### src/rtl/pwm_pkg.sv
// pwm_pkg: shared state encoding and default sizing for the PWM dead-band inserter
package pwm_pkg;
  localparam int CH_NUM_DEF = 8;
  localparam int DT_W_DEF = 16;
  typedef enum logic [2:0] {S_OFF, S_LOW, S_DT_RISE, S_HIGH, S_DT_FALL} db_state_t;
endpackage

### src/rtl/pwm_db_chan.sv
// pwm_db_chan: one channel's dead-band FSM and counter with flop-driven gate outputs
// Ports: clk_i/rst_i clock and sync reset; pwm_i raw PWM; dt_i dead-time;
// off_i force OFF; go_i permits OFF->LOW; pol_i output inversion; h_o/l_o gate drives.
module pwm_db_chan import pwm_pkg::*; #(
  parameter int DT_W = DT_W_DEF
) (
  input  logic            clk_i,
  input  logic            rst_i,
  input  logic            pwm_i,
  input  logic [DT_W-1:0] dt_i,
  input  logic            off_i,
  input  logic            go_i,
  input  logic            pol_i,
  output logic            h_o,
  output logic            l_o
);
  db_state_t st_q, st_d;
  logic [DT_W-1:0] cnt_q, cnt_d;
  logic h_q, l_q;
  logic dz;
  assign dz = dt_i == '0;
  always_comb begin
    st_d = st_q;
    cnt_d = cnt_q;
    if (off_i) begin
      st_d = S_OFF;
      cnt_d = '0;
    end else begin
      case (st_q)
        S_OFF: st_d = go_i ? S_LOW : S_OFF;
        S_LOW: if (pwm_i) begin
          st_d = dz ? S_HIGH : S_DT_RISE;
          cnt_d = dz ? '0 : dt_i - 1'b1;
        end
        S_DT_RISE: begin
          st_d = !pwm_i ? S_LOW : (cnt_q == '0) ? S_HIGH : S_DT_RISE;
          cnt_d = (pwm_i && cnt_q != '0) ? cnt_q - 1'b1 : cnt_q;
        end
        S_HIGH: if (!pwm_i) begin
          st_d = dz ? S_LOW : S_DT_FALL;
          cnt_d = dz ? '0 : dt_i - 1'b1;
        end
        S_DT_FALL: begin
          st_d = pwm_i ? S_HIGH : (cnt_q == '0) ? S_LOW : S_DT_FALL;
          cnt_d = (!pwm_i && cnt_q != '0) ? cnt_q - 1'b1 : cnt_q;
        end
        default: st_d = S_OFF;
      endcase
    end
  end
  // outputs are registered from the next state so the gate pins come straight off flops
  always_ff @(posedge clk_i) begin
    if (rst_i) begin
      st_q <= S_OFF;
      cnt_q <= '0;
      h_q <= pol_i;
      l_q <= pol_i;
    end else begin
      st_q <= st_d;
      cnt_q <= cnt_d;
      h_q <= (st_d == S_HIGH) ^ pol_i;
      l_q <= (st_d == S_LOW) ^ pol_i;
    end
  end
  assign h_o = h_q;
  assign l_o = l_q;
endmodule

### src/rtl/pwm_deadband.sv
// pwm_deadband: multi-channel complementary gate driver with dead-time, enable and sticky fault
// Ports: CLK, RST (sync active-high); PWM_IN raw PWM; DEADTIME shared dead-time;
// OUT_EN enable; FAULT/FAULT_CLR fault set/clear; PWM_H/PWM_L gate drives; FAULT_FLAG sticky.
// Optional macro PWM_DEADBAND_POLARITY_EN adds POL_INV per-channel output inversion.
module pwm_deadband import pwm_pkg::*; #(
  parameter int CH_NUM = CH_NUM_DEF,
  parameter int DT_W = DT_W_DEF
) (
  input  logic              CLK,
  input  logic              RST,
  input  logic [CH_NUM-1:0] PWM_IN,
  input  logic [DT_W-1:0]   DEADTIME,
  input  logic              OUT_EN,
  input  logic              FAULT,
  input  logic              FAULT_CLR,
  output logic [CH_NUM-1:0] PWM_H,
  output logic [CH_NUM-1:0] PWM_L,
  output logic              FAULT_FLAG
`ifdef PWM_DEADBAND_POLARITY_EN
  ,
  input  logic [CH_NUM-1:0] POL_INV
`endif
);
  logic fault_flag_q;
  logic off;
  logic [CH_NUM-1:0] pol;
`ifdef PWM_DEADBAND_POLARITY_EN
  assign pol = POL_INV;
`else
  assign pol = '0;
`endif
  assign off = !OUT_EN || FAULT;
  always_ff @(posedge CLK) begin
    if (RST) fault_flag_q <= 1'b0;
    else if (FAULT) fault_flag_q <= 1'b1;
    else if (FAULT_CLR) fault_flag_q <= 1'b0;
  end
  assign FAULT_FLAG = fault_flag_q;
  // leaving OFF uses the flag as it stood before this edge, so a clear costs one extra cycle
  for (genvar i = 0; i < CH_NUM; i++) begin : g_ch
    pwm_db_chan #(.DT_W(DT_W)) u_chan (
      .clk_i(CLK),
      .rst_i(RST),
      .pwm_i(PWM_IN[i]),
      .dt_i(DEADTIME),
      .off_i(off),
      .go_i(!fault_flag_q),
      .pol_i(pol[i]),
      .h_o(PWM_H[i]),
      .l_o(PWM_L[i])
    );
  end
endmodule

### config.mk
export PLATFORM = sky130hd
export DESIGN_NAME = pwm_deadband
export DESIGN_NICKNAME = d
export VERILOG_FILES = /design/src/rtl/pwm_pkg.sv /design/src/rtl/pwm_db_chan.sv /design/src/rtl/pwm_deadband.sv
export SDC_FILE = /design/constraint.sdc
export NUM_CORES = 1
export LEC_CHECK = 0
export CAP_MARGIN = 25
export CORE_ASPECT_RATIO = 0.5
export CORE_MARGIN = 2
export CORE_UTILIZATION = 57
export DETAILED_ROUTE_END_ITERATION = 10
export PLACE_DENSITY = 0.84
export REMOVE_ABC_BUFFERS = 1
export SETUP_SLACK_MARGIN = 0.15
export SYNTH_ARGS = -nofsm -noshare
export SYNTH_HDL_FRONTEND = slang
export SYNTH_HIERARCHICAL = 1
export SYNTH_SLANG_ARGS = --single-unit
export TNS_END_PERCENT = 5
### constraint.sdc
create_clock -name CLK -period 2.3 [get_ports CLK]
set_input_delay 0.46 -clock CLK [delete_from_list [all_inputs] [get_ports CLK]]
set_output_delay 0.46 -clock CLK [all_outputs]
set_load 0.02 [all_outputs]
==> flow_metrics.tcl, run 1 <==
set metrics [dict create \
    status "complete, no violations" \
    synthCells 1777 \
    register_area_um2 3380 \
    max_freq_ghz 0.439 \
    finalSetupViolations 0 \
    cts.htree.levels 4 \
    maxCapViolations 0 \
    dp_hpwl_mm 29.5 \
    path_class "in -> reg" \
    final_layout_size_suffix_gt1_share_pct 21.9 \
    cts_tree "done" \
    endpoint_kind "register" \
    grt_usage_pct 33.2 \
    yosysTopAreaCell "dfxtp_1" \
    dp_slack_ps -563 \
    vias 15400 \
    multi_input_area_um2 9780 \
    synth_enable_flop_cells 0 \
    wl_per_cell_um 18.6 \
    clkSinkCount 169 \
    numPortBuffers 45 \
    syn2layout_area_growth_pct 25.3 \
    gp_congestion 0.952 \
    final_cells 2345 \
    fillerInstances 1607 \
    grt_max_degree 34 \
    coreArea_um2 23000 \
    drtIter0Drc 2035 \
    ant_nets 0 \
    pin_count 46 \
    synthTopCellsByCount "173 x nor2_1, 169 x dfxtp_1, 152 x o21ai_0, 126 x nand2_1, 122 x a21oi_1" \
    cts_buffer_depth 2 \
    grt_pass1_vias 14200 \
    clock-root-buffer "clkbuf_16" \
    die_x_um 222 \
    gr-total-overflow 0 \
    yosysMostFrequentCell "nor2_1" \
    final_nets 2090 \
    setup_ws_ps 20.4 \
    yosys_warnings 6 \
    finalMaxSlewViolations 0 \
    min_period_over_period_pct 99.1 \
    synth-seq-area-share_pct 25.1 \
    initial_core_util_pct 58.6 \
    required_ps 2690 \
    leakage_nw 6.20 \
    peakVddDrop_mv 0.500 \
    p_total_mw 6.95 \
    path_max_fanout 7 \
    layout_min_cycle_time_ps 2280 \
    synth.area.top_cells "dfxtp_1 25%, o21ai_0 5.6%, nor2_1 4.8%, xnor2_1 4.5%, a21oi_1 4.5%" \
    grt_first_pass_wirelength_mm 69.3 \
    totalWireLength_mm 43.6 \
    hp-class "reg -> reg" \
    die-area_um2 25000 \
    routed_via_density 6.58 \
    synth_top_cell_area_share_pct 25.1 \
    cts_made_buffers 17 \
    die_y_um 113 \
    drc 0 \
    insertedDiodeCount 0 \
    fin_util_pct 73.4 \
    synthesis.area_um2 13500 \
    holdWs_ps 501 \
    post_dp_cell_area_um2 15900 \
    ctsHoldBuffers 0 \
    cts.reportedPaths.clkPinSlew_ps 60 \
    firstDrtPassIters 7 \
    rsz0062_at_grt "true" \
    tns_ps 0 \
    arrival_ps 2670 \
    power.density_nw_per_um2 411 \
    ys_types 91 \
    fin_skew_ps 9.29 \
    ys.flop_type "dfxtp_1" \
    hold_viol_final 0 \
    design_area_um2 16900 \
    slew_headroom_pct 59.8 \
    synth_seq_cells 169 \
    dp_cells 2298 \
    crit_path_start_kind "input pin" \
    ys_async_sr_fraction_pct 0 \
    syn_area_per_cell_um2 7.59 \
    insertion_delay_ps 460 \
    tightestPinTransition_ps 598 \
    rows 39 \
    antenna_found_initial 1 \
]
-- flip-flops by register name (all words and copies together), names as in the netlist --
signal / count
g_ch.u_chan/cnt_q: 128
g_ch.u_chan/st_q: 24
g_ch.u_chan/h_o: 8
g_ch.u_chan/l_o: 8
FAULT_FLAG: 1
-- layout by cell type (no fill, tap or decap), types with 18 or more instances in the layout --
| master | count |
|---|---|
| nor2_1 | 170 |
| or3_1 | 22 |
| a211oi_1 | 27 |
| or4_1 | 21 |
| xor2_1 | 59 |
| dfxtp_1 | 168 |
| ha_1 | 27 |
| nor3_1 | 75 |
| nand2_1 | 124 |
| nor3b_1 | 20 |
| o21ai_0 | 145 |
| clkbuf_16 | 18 |
| xnor2_1 | 70 |
| nand4_1 | 21 |
| nand3_1 | 29 |
| inv_1 | 51 |
| clkdlybuf4s50_1 | 30 |
| o22ai_1 | 62 |
| nor4_1 | 47 |
| buf_4 | 243 |
| a21oi_1 | 122 |
-- kinds of logic (layout without fill, tap and decap cells) --
kind of cell | after synthesis | in the layout | share of synthesized area [%]
buf+inv | 152 | 398 | 5.17
other cells | 1 | 16 | 0.0278
flops | 169 | 169 | 25.1
compound gates | 544 | 544 | 26.3
fa+ha+maj | 32 | 32 | 2.97
simple gates | 750 | 750 | 32.0
xor+xnor | 129 | 129 | 8.37
-- power breakdown --
group	internal, mW	switching (mW)	leakage (nW)
Clock	1.46	1.20	0.257
Combinational	0.563	0.727	4.58
Sequential	2.96	0.0304	1.37
-- path summary, 6_finish.rpt --
check | slack, ps | to | startpoint | cells after the start
setup / recovery | 20 | g_ch[7].u_chan/cnt_q[7]$_SDFFE_PP0P_ | DEADTIME[1] | 11
hold / removal | 500 | g_ch[2].u_chan/cnt_q[0]$_SDFFE_PP0P_ | g_ch[2].u_chan/cnt_q[0]$_SDFFE_PP0P_ | 2
setup reg to reg | 130 | g_ch[1].u_chan/cnt_q[3]$_SDFFE_PP0P_ | g_ch[1].u_chan/cnt_q[2]$_SDFFE_PP0P_ | 6
hold reg to reg | 500 | g_ch[2].u_chan/cnt_q[0]$_SDFFE_PP0P_ | g_ch[2].u_chan/cnt_q[0]$_SDFFE_PP0P_ | 2
-- timing repair --
item                       CTS  global route
setup endpoints to repair  124           126
pin swaps                   24            18
gates cloned                 0             3
gates resized for setup     54            57
setup buffers                6            10
-- critical path: stages --
cell	delay, ps
dlygate4sd2_1	240
buf_6	140
buf_4	130
buf_4	160
buf_4	150
or4_1	450
nor4_1	370
xnor2_1	120
o21ai_0	210
nand2_1	80
a21oi_1	150
-- cell type report --
type,count,area share (%)
multi-input cells,1471,57.8
repair buffers,313,15.6
flip-flops and latches,169,20.0
clock inverters,4,0.118
well taps,307,2.27
clock buffers,24,2.91
inverters,57,1.28
-- metal layers --
metal / track usage (%) / wire length (um) / vias to the layer above
li1: - / - / 7160
met1: 42.5 / 17800 / 7155
met2: 54.7 / 19900 / 925
met3: 7.63 / 4260 / 198
met4: 13.1 / 1720 / 0
met5: 0 / 0 / -
(Power assumes the default switching activity.)
==> run 2: changes to the inputs <==
--- a/config.mk
+++ b/config.mk
@@ -8,9 +8,9 @@
 export CAP_MARGIN = 25
 export CORE_ASPECT_RATIO = 0.5
 export CORE_MARGIN = 2
-export CORE_UTILIZATION = 57
+export CORE_UTILIZATION = 40
 export DETAILED_ROUTE_END_ITERATION = 10
-export PLACE_DENSITY = 0.84
+export PLACE_DENSITY = 0.64
 export REMOVE_ABC_BUFFERS = 1
 export SETUP_SLACK_MARGIN = 0.15
 export SYNTH_ARGS = -nofsm -noshare
==> run 2 against run 1 <==
Cell area rose by 1.4%. Clock-buffer cell count unchanged. Worst setup slack gained 110 ps. Flip-flop and latch count did not move. Register-to-register slack improved by 50 ps. Critical path depth decreased by 4. Critical endpoint is now g_ch[4].u_chan/l_o$_DFF_P_.
==> flow_metrics.tcl, run 2 (synthesis gave the netlist of run 1 again) <==
set metrics [dict create \
    hp-class "reg -> reg" \
    dp_hpwl_mm 30.1 \
    grt_pass1_vias 13500 \
    cts_buffer_depth 2 \
    crit_buf_inv 1 \
    final_nets 2091 \
    clkSinkCount 169 \
    fin_util_pct 51.7 \
    clock-root-buffer "clkbuf_16" \
    r2r_cells 8 \
    ctsHoldBuffers 0 \
    layout_common_cells "244 x buf_4, 173 x nor2_1, 166 x dfxtp_1, 148 x o21ai_0, 126 x nand2_1" \
    whs_path_depth 2 \
    crit_slowest_cell "or4_4" \
    maxCapViolations 0 \
    path_cells "dlygate4sd2_1 > or4_4 > or4_4 > nand3_2 > a21oi_2 > nor4_2 > xor2_1" \
    dp_cells 2440 \
    routed_via_density 5.86 \
    cts.reportedPaths.clkPinSlew_ps 70 \
    die-area_um2 35300 \
    crit_cells 7 \
    crit_top_cell "or4_4" \
    cts_made_buffers 17 \
    design_area_um2 17100 \
    wl_met2_mm 19.1 \
    cts.htree.levels 4 \
    required_ps 2690 \
    top_register "g_ch.u_chan/cnt_q" \
    drc 0 \
    dp_slack_ps -696 \
    endpoint_kind "register" \
    top_regs "g_ch.u_chan/cnt_q x128, g_ch.u_chan/st_q x24" \
    rows 47 \
    cp_slowest_stage_delay_ps 600 \
    drtIter0Drc 1326 \
    rsz0062_at_grt "true" \
    insertion_delay_ps 460 \
    grt_max_degree 31 \
    slew_headroom_pct 64.8 \
    layout_commonest_cell "buf_4" \
    antenna_found_initial 1 \
    status "complete, no violations" \
    gp_congestion 0.894 \
    arrival_ps 2560 \
    path_max_fanout 3 \
    wl_met1_mm 20.2 \
    finalMaxSlewViolations 0 \
    finalSetupViolations 0 \
    largest_reg_flops 128 \
    power.density_nw_per_um2 434 \
    die_y_um 134 \
    leakage_nw 6.21 \
    final_cells 2484 \
    tightestPinTransition_ps 524 \
    setup_ws_ps 131 \
    grt_first_pass_wirelength_mm 69.6 \
    top_layer "met4" \
    firstDrtPassIters 6 \
    layout_min_cycle_time_ps 2170 \
    syn2layout_area_growth_pct 27.1 \
    crit_family "simple AND/OR/NAND/NOR gates" \
    max_freq_ghz 0.461 \
    coreArea_um2 33200 \
    gr-total-overflow 0 \
    crit_path_start_kind "input pin" \
    pin_count 46 \
    grt_usage_pct 23.7 \
    path_class "in -> reg" \
    post_dp_cell_area_um2 16100 \
    die_x_um 264 \
    vias 14600 \
    ant_nets 0 \
    numPortBuffers 45 \
    totalWireLength_mm 42.0 \
    final_layout_size_suffix_gt1_share_pct 21.6 \
    fin_skew_ps 9.81 \
    p_total_mw 7.44 \
    dr_wl_met3_mm 2.09 \
    initial_core_util_pct 40.7 \
    hold_viol_final 0 \
    peakVddDrop_mv 0.382 \
    wl_per_cell_um 16.9 \
    min_period_over_period_pct 94.3 \
    cts_tree "done" \
]
run 2: worst paths after layout:
| path | startpoint | end | slack (ps) |
|---|---|---|---|
| worst min-delay path | g_ch[6].u_chan/cnt_q[10]$_SDFFE_PP0P_ | g_ch[6].u_chan/cnt_q[10]$_SDFFE_PP0P_ | 500 |
| worst min register to register | g_ch[6].u_chan/cnt_q[10]$_SDFFE_PP0P_ | g_ch[6].u_chan/cnt_q[10]$_SDFFE_PP0P_ | 500 |
| worst max-delay path | DEADTIME[7] | g_ch[4].u_chan/l_o$_DFF_P_ | 130 |
| worst max register to register | g_ch[5].u_chan/cnt_q[0]$_SDFFE_PP0P_ | g_ch[5].u_chan/cnt_q[8]$_SDFFE_PP0P_ | 180 |
run 2: worst reg2reg max path, stage by stage, from the launching register on:
cell and delay [ps]:
dfxtp_1 310, inv_1 110, ha_2 200, or4b_4 480, nor2_4 140, nand2_2 100
o21a_1 170, or4_1 460, o21ai_1 80
run 2: final cells by class:
cell class | instances | area (um2)
inverter | 57 | 221
clock inverter | 7 | 138
tap | 441 | 552
fill | 3242 | 16000
timing repair buffer | 314 | 2630
sequential | 169 | 3390
multi-input combinational | 1471 | 9710
clock buffer | 24 | 502
antenna | 1 | 2.50
run 2: routing by layer:
layer  up-vias  GRT usage (%)
met5         -              0
met4         0           6.31
met3        47           3.80
met2       389           38.7
met1      6922           32.7
li1       7194              -
run 2: where the power goes:
part | internal [mW] | leakage, nW | switching, mW
Clock | 1.95 | 0.312 | 1.25
Combinational | 0.557 | 4.53 | 0.695
Sequential | 2.96 | 1.37 | 0.0291
Total | 5.47 | 6.21 | 1.97
run 2: stage by stage:
stage / TNS (ps) / hold slack [ps]
2_1_floorplan: 0 / 459
3_3_place_gp: -69150 / 476
3_5_place_dp: -72890 / 482
4_1_cts: 0 / 487
5_1_grt: 0 / 515
6_report: 0 / 496
run 2: repair_timing:
action,4_1_cts,5_1_grt
resized for setup,49,45
buffers inserted,7,5
endpoints found under the setup margin,141,115
pin swaps,15,22
endpoints found under the hold margin,0,0
==> run 3: changes to the inputs <==
--- a/config.mk
+++ b/config.mk
@@ -5,6 +5,7 @@
 export SDC_FILE = /design/constraint.sdc
 export NUM_CORES = 1
 export LEC_CHECK = 0
+export ABC_AREA = 1
 export CAP_MARGIN = 25
 export CORE_ASPECT_RATIO = 0.5
 export CORE_MARGIN = 2
==> run 3 against run 2 <==
Hold slack worse by 65 ps. Clock-buffer cell count is 6 lower. Core utilization is 1.5 points lower. Sequential share of layout area is 1.2 points lower. Sequential power hardly changed. Flip-flop and latch count stayed put. Clock skew is 0.54 ps higher. Die area is 10% higher. Total power is 3.3% higher. Non-clock buffer count is 38 lower. Register-to-register slack better by 160 ps.
==> flow_metrics.tcl, run 3 <==
set metrics [dict create \
    required_ps 2640 \
    cp-startpoint "DEADTIME[0]" \
    finalMaxSlewViolations 0 \
    synth_top_cell_area_share_pct 22.7 \
    r2r_slack_ps 340 \
    yosys_warnings 6 \
    antenna_found_initial 0 \
    yosysMostFrequentCell "nand2_1" \
    power.internal_mw 5.33 \
    slew_headroom_pct 49.1 \
    initial_core_util_pct 41.0 \
    final_layout_size_suffix_gt1_share_pct 14.8 \
    layout_min_cycle_time_ps 1990 \
    synthTopCellsByCount "587 x nand2_1, 489 x nor2_1, 269 x inv_1, 169 x dfxtp_1, 158 x a21oi_1" \
    cts_buffer_depth 2 \
    pin_count 46 \
    layout_common_cells "585 x nand2_1, 487 x nor2_1, 269 x inv_1, 212 x buf_4, 169 x dfxtp_1" \
    multi_input_area_um2 10100 \
    die_y_um 140 \
    yosysTopAreaCell "dfxtp_1" \
    register_area_um2 3380 \
    setup_ws_ps 310 \
    synth_enable_flop_cells 0 \
    dp_hpwl_mm 32.2 \
    maxCapViolations 0 \
    rows 49 \
    tns_ps 0 \
    layout_commonest_cell "nand2_1" \
    rsz0062_at_grt "true" \
    synth.area.top_cells "dfxtp_1 23%, nand2_1 15%, nor2_1 12%, inv_1 6.8%, a21oi_1 5.3%" \
    fin_skew_ps 10.3 \
    insertion_delay_ps 460 \
    crit_end "g_ch[4].u_chan/cnt_q[15]$_SDFFE_PP0P_" \
    hp-class "in -> reg" \
    totalWireLength_mm 43.9 \
    top_register "g_ch.u_chan/cnt_q" \
    clock-root-buffer "clkbuf_16" \
    synth-seq-area-share_pct 22.7 \
    gr-total-overflow 0 \
    r2r_cells 9 \
    p_clk_share_pct 40.2 \
    numPortBuffers 45 \
    tightestPinTransition_ps 763 \
    ys_async_sr_fraction_pct 0 \
    insertedDiodeCount 0 \
    syn_area_per_cell_um2 5.92 \
    grt_max_degree 33 \
    coreArea_um2 36300 \
    ant_nets 0 \
    hold_viol_final 0 \
    endpoint_kind "register" \
    drc 0 \
    min_period_over_period_pct 86.5 \
    finalSetupViolations 0 \
    peakVddDrop_mv 0.467 \
    post_dp_cell_area_um2 17600 \
    path_class "in -> reg" \
    dp_slack_ps -149 \
    grt_first_pass_wirelength_mm 73.4 \
    cts_made_buffers 17 \
    max_freq_ghz 0.503 \
    seq_power_share_pct 39.1 \
    post_cts_buffers 0 \
    arrival_ps 2330 \
    syn2layout_area_growth_pct 22.5 \
    grt_usage_pct 22.8 \
    path_max_fanout 14 \
    cts_tree "done" \
    cts.reportedPaths.clkPinSlew_ps 70 \
    synth_seq_cells 169 \
    combPwrFrac_pct 20.8 \
    grt_pass1_vias 15300 \
    reg2reg_to "g_ch[0].u_chan/cnt_q[4]$_SDFFE_PP0P_" \
    largest_reg_flops 128 \
    leakage_nw 8.24 \
    fin_util_pct 50.2 \
    power.density_nw_per_um2 422 \
    design_area_um2 18200 \
    fillerInstances 3789 \
    r2r_start "g_ch[0].u_chan/st_q[2]$_SDFF_PP0_" \
    die_x_um 277 \
    final_nets 2847 \
    routed_via_density 5.01 \
    gp_congestion 0.902 \
    clkSinkCount 169 \
    die-area_um2 38800 \
    synthCells 2513 \
    wl_per_cell_um 13.4 \
    crit_path_start_kind "input pin" \
    status "complete, no violations" \
    switching_share_pct 30.6 \
    synthesis.area_um2 14900 \
    power.switching_mw 2.35 \
    cts.htree.levels 4 \
    firstDrtPassIters 6 \
    top_regs "g_ch.u_chan/cnt_q x128, g_ch.u_chan/st_q x24" \
    vias 16500 \
    holdWs_ps 430 \
    ys.flop_type "dfxtp_1" \
    drtIter0Drc 1195 \
    ys_types 49 \
]
-- run 3: cell count changes after synthesis, sizes merged, moves of 29 or more --
cell,previous run,this run
xnor2,70,35
nor2,181,543
nand3,30,163
inv,57,299
a21oi,130,159
or4,30,0
nor4,65,17
clkbuf,43,10
nand2,132,620
o22ai,62,16
a211oi,29,0
-- run 3: how the worst min path moves through the flow --
stage,from,end,depth (start not counted)
after detailed placement,g_ch[2].u_chan/cnt_q[3]$_SDFFE_PP0P_,g_ch[2].u_chan/cnt_q[3]$_SDFFE_PP0P_,2
after global routing,RST,g_ch[6].u_chan/st_q[2]$_SDFF_PP0_,2
after global placement,g_ch[2].u_chan/cnt_q[0]$_SDFFE_PP0P_,g_ch[2].u_chan/cnt_q[0]$_SDFFE_PP0P_,2
after CTS,RST,g_ch[7].u_chan/st_q[2]$_SDFF_PP0_,2
final,RST,g_ch[7].u_chan/st_q[2]$_SDFF_PP0_,2
after floorplan,g_ch[1].u_chan/cnt_q[3]$_SDFFE_PP0P_,g_ch[1].u_chan/cnt_q[3]$_SDFFE_PP0P_,2
-- run 3: layer usage --
layer / part of all wire (%) / vias up / global-route usage, %
li1: - / 8594 / -
met1: 48 / 7440 / 30.5
met2: 45 / 348 / 38.4
met3: 4.7 / 69 / 2.77
met4: 2.3 / 0 / 7.29
met5: 0 / - / 0
-- run 3: area by class of cell --
class	instances	share of cell area (%)
clock buffer	18	2.36
clock inverter	14	0.948
inverter	300	6.28
multi-input combinational	2022	55.3
sequential	169	18.6
tap	484	3.32
timing repair buffer	276	13.2
-- run 3: power by group through the flow --
stage          Sequential (mW)  Clock (mW)  Combinational [mW]
2_1_floorplan             3.09           0               0.814
3_3_place_gp              3.07           0                1.57
3_5_place_dp              3.07           0                1.57
4_1_cts                   3.00        3.17                1.58
5_1_grt                   3.01        3.28                1.77
6_report                  3.00        3.09                1.60
-- run 3: metrics by stage --
stage | cells | power, mW
after floorplan | 2491 | 3.90
after global placement | 3251 | 4.64
after detailed placement | 3251 | 4.65
after CTS | 3283 | 7.75
after global routing | 3283 | 8.06
final | 3283 | 7.69
-- run 3: critical path, cell delays in order --
cell and delay [ps]:
clkdlybuf4s50_1 440, buf_12 180, buf_4 150, nor2_1 110, nand2_1 100, nor3_1 350, nand2_1 110, o21ai_0 210
nand2_1 70, nor2_1 90, nor2_1 40
-- run 3: cells by family after synthesis --
kind of cell    after synthesis  synth area share (%)
other cells                   1                0.0252
simple gates               1451                  43.1
buf+inv                     345                  10.1
flops                       169                  22.7
fa+ha+maj                    32                  2.69
compound gates              395                  14.3
xor+xnor                    120                  7.07
-- run 3: what timing repair did --
action | CTS | global route
setup endpoints to repair | 0 | 13
hold buffers | 0 | 0
gates resized for setup | 0 | 3
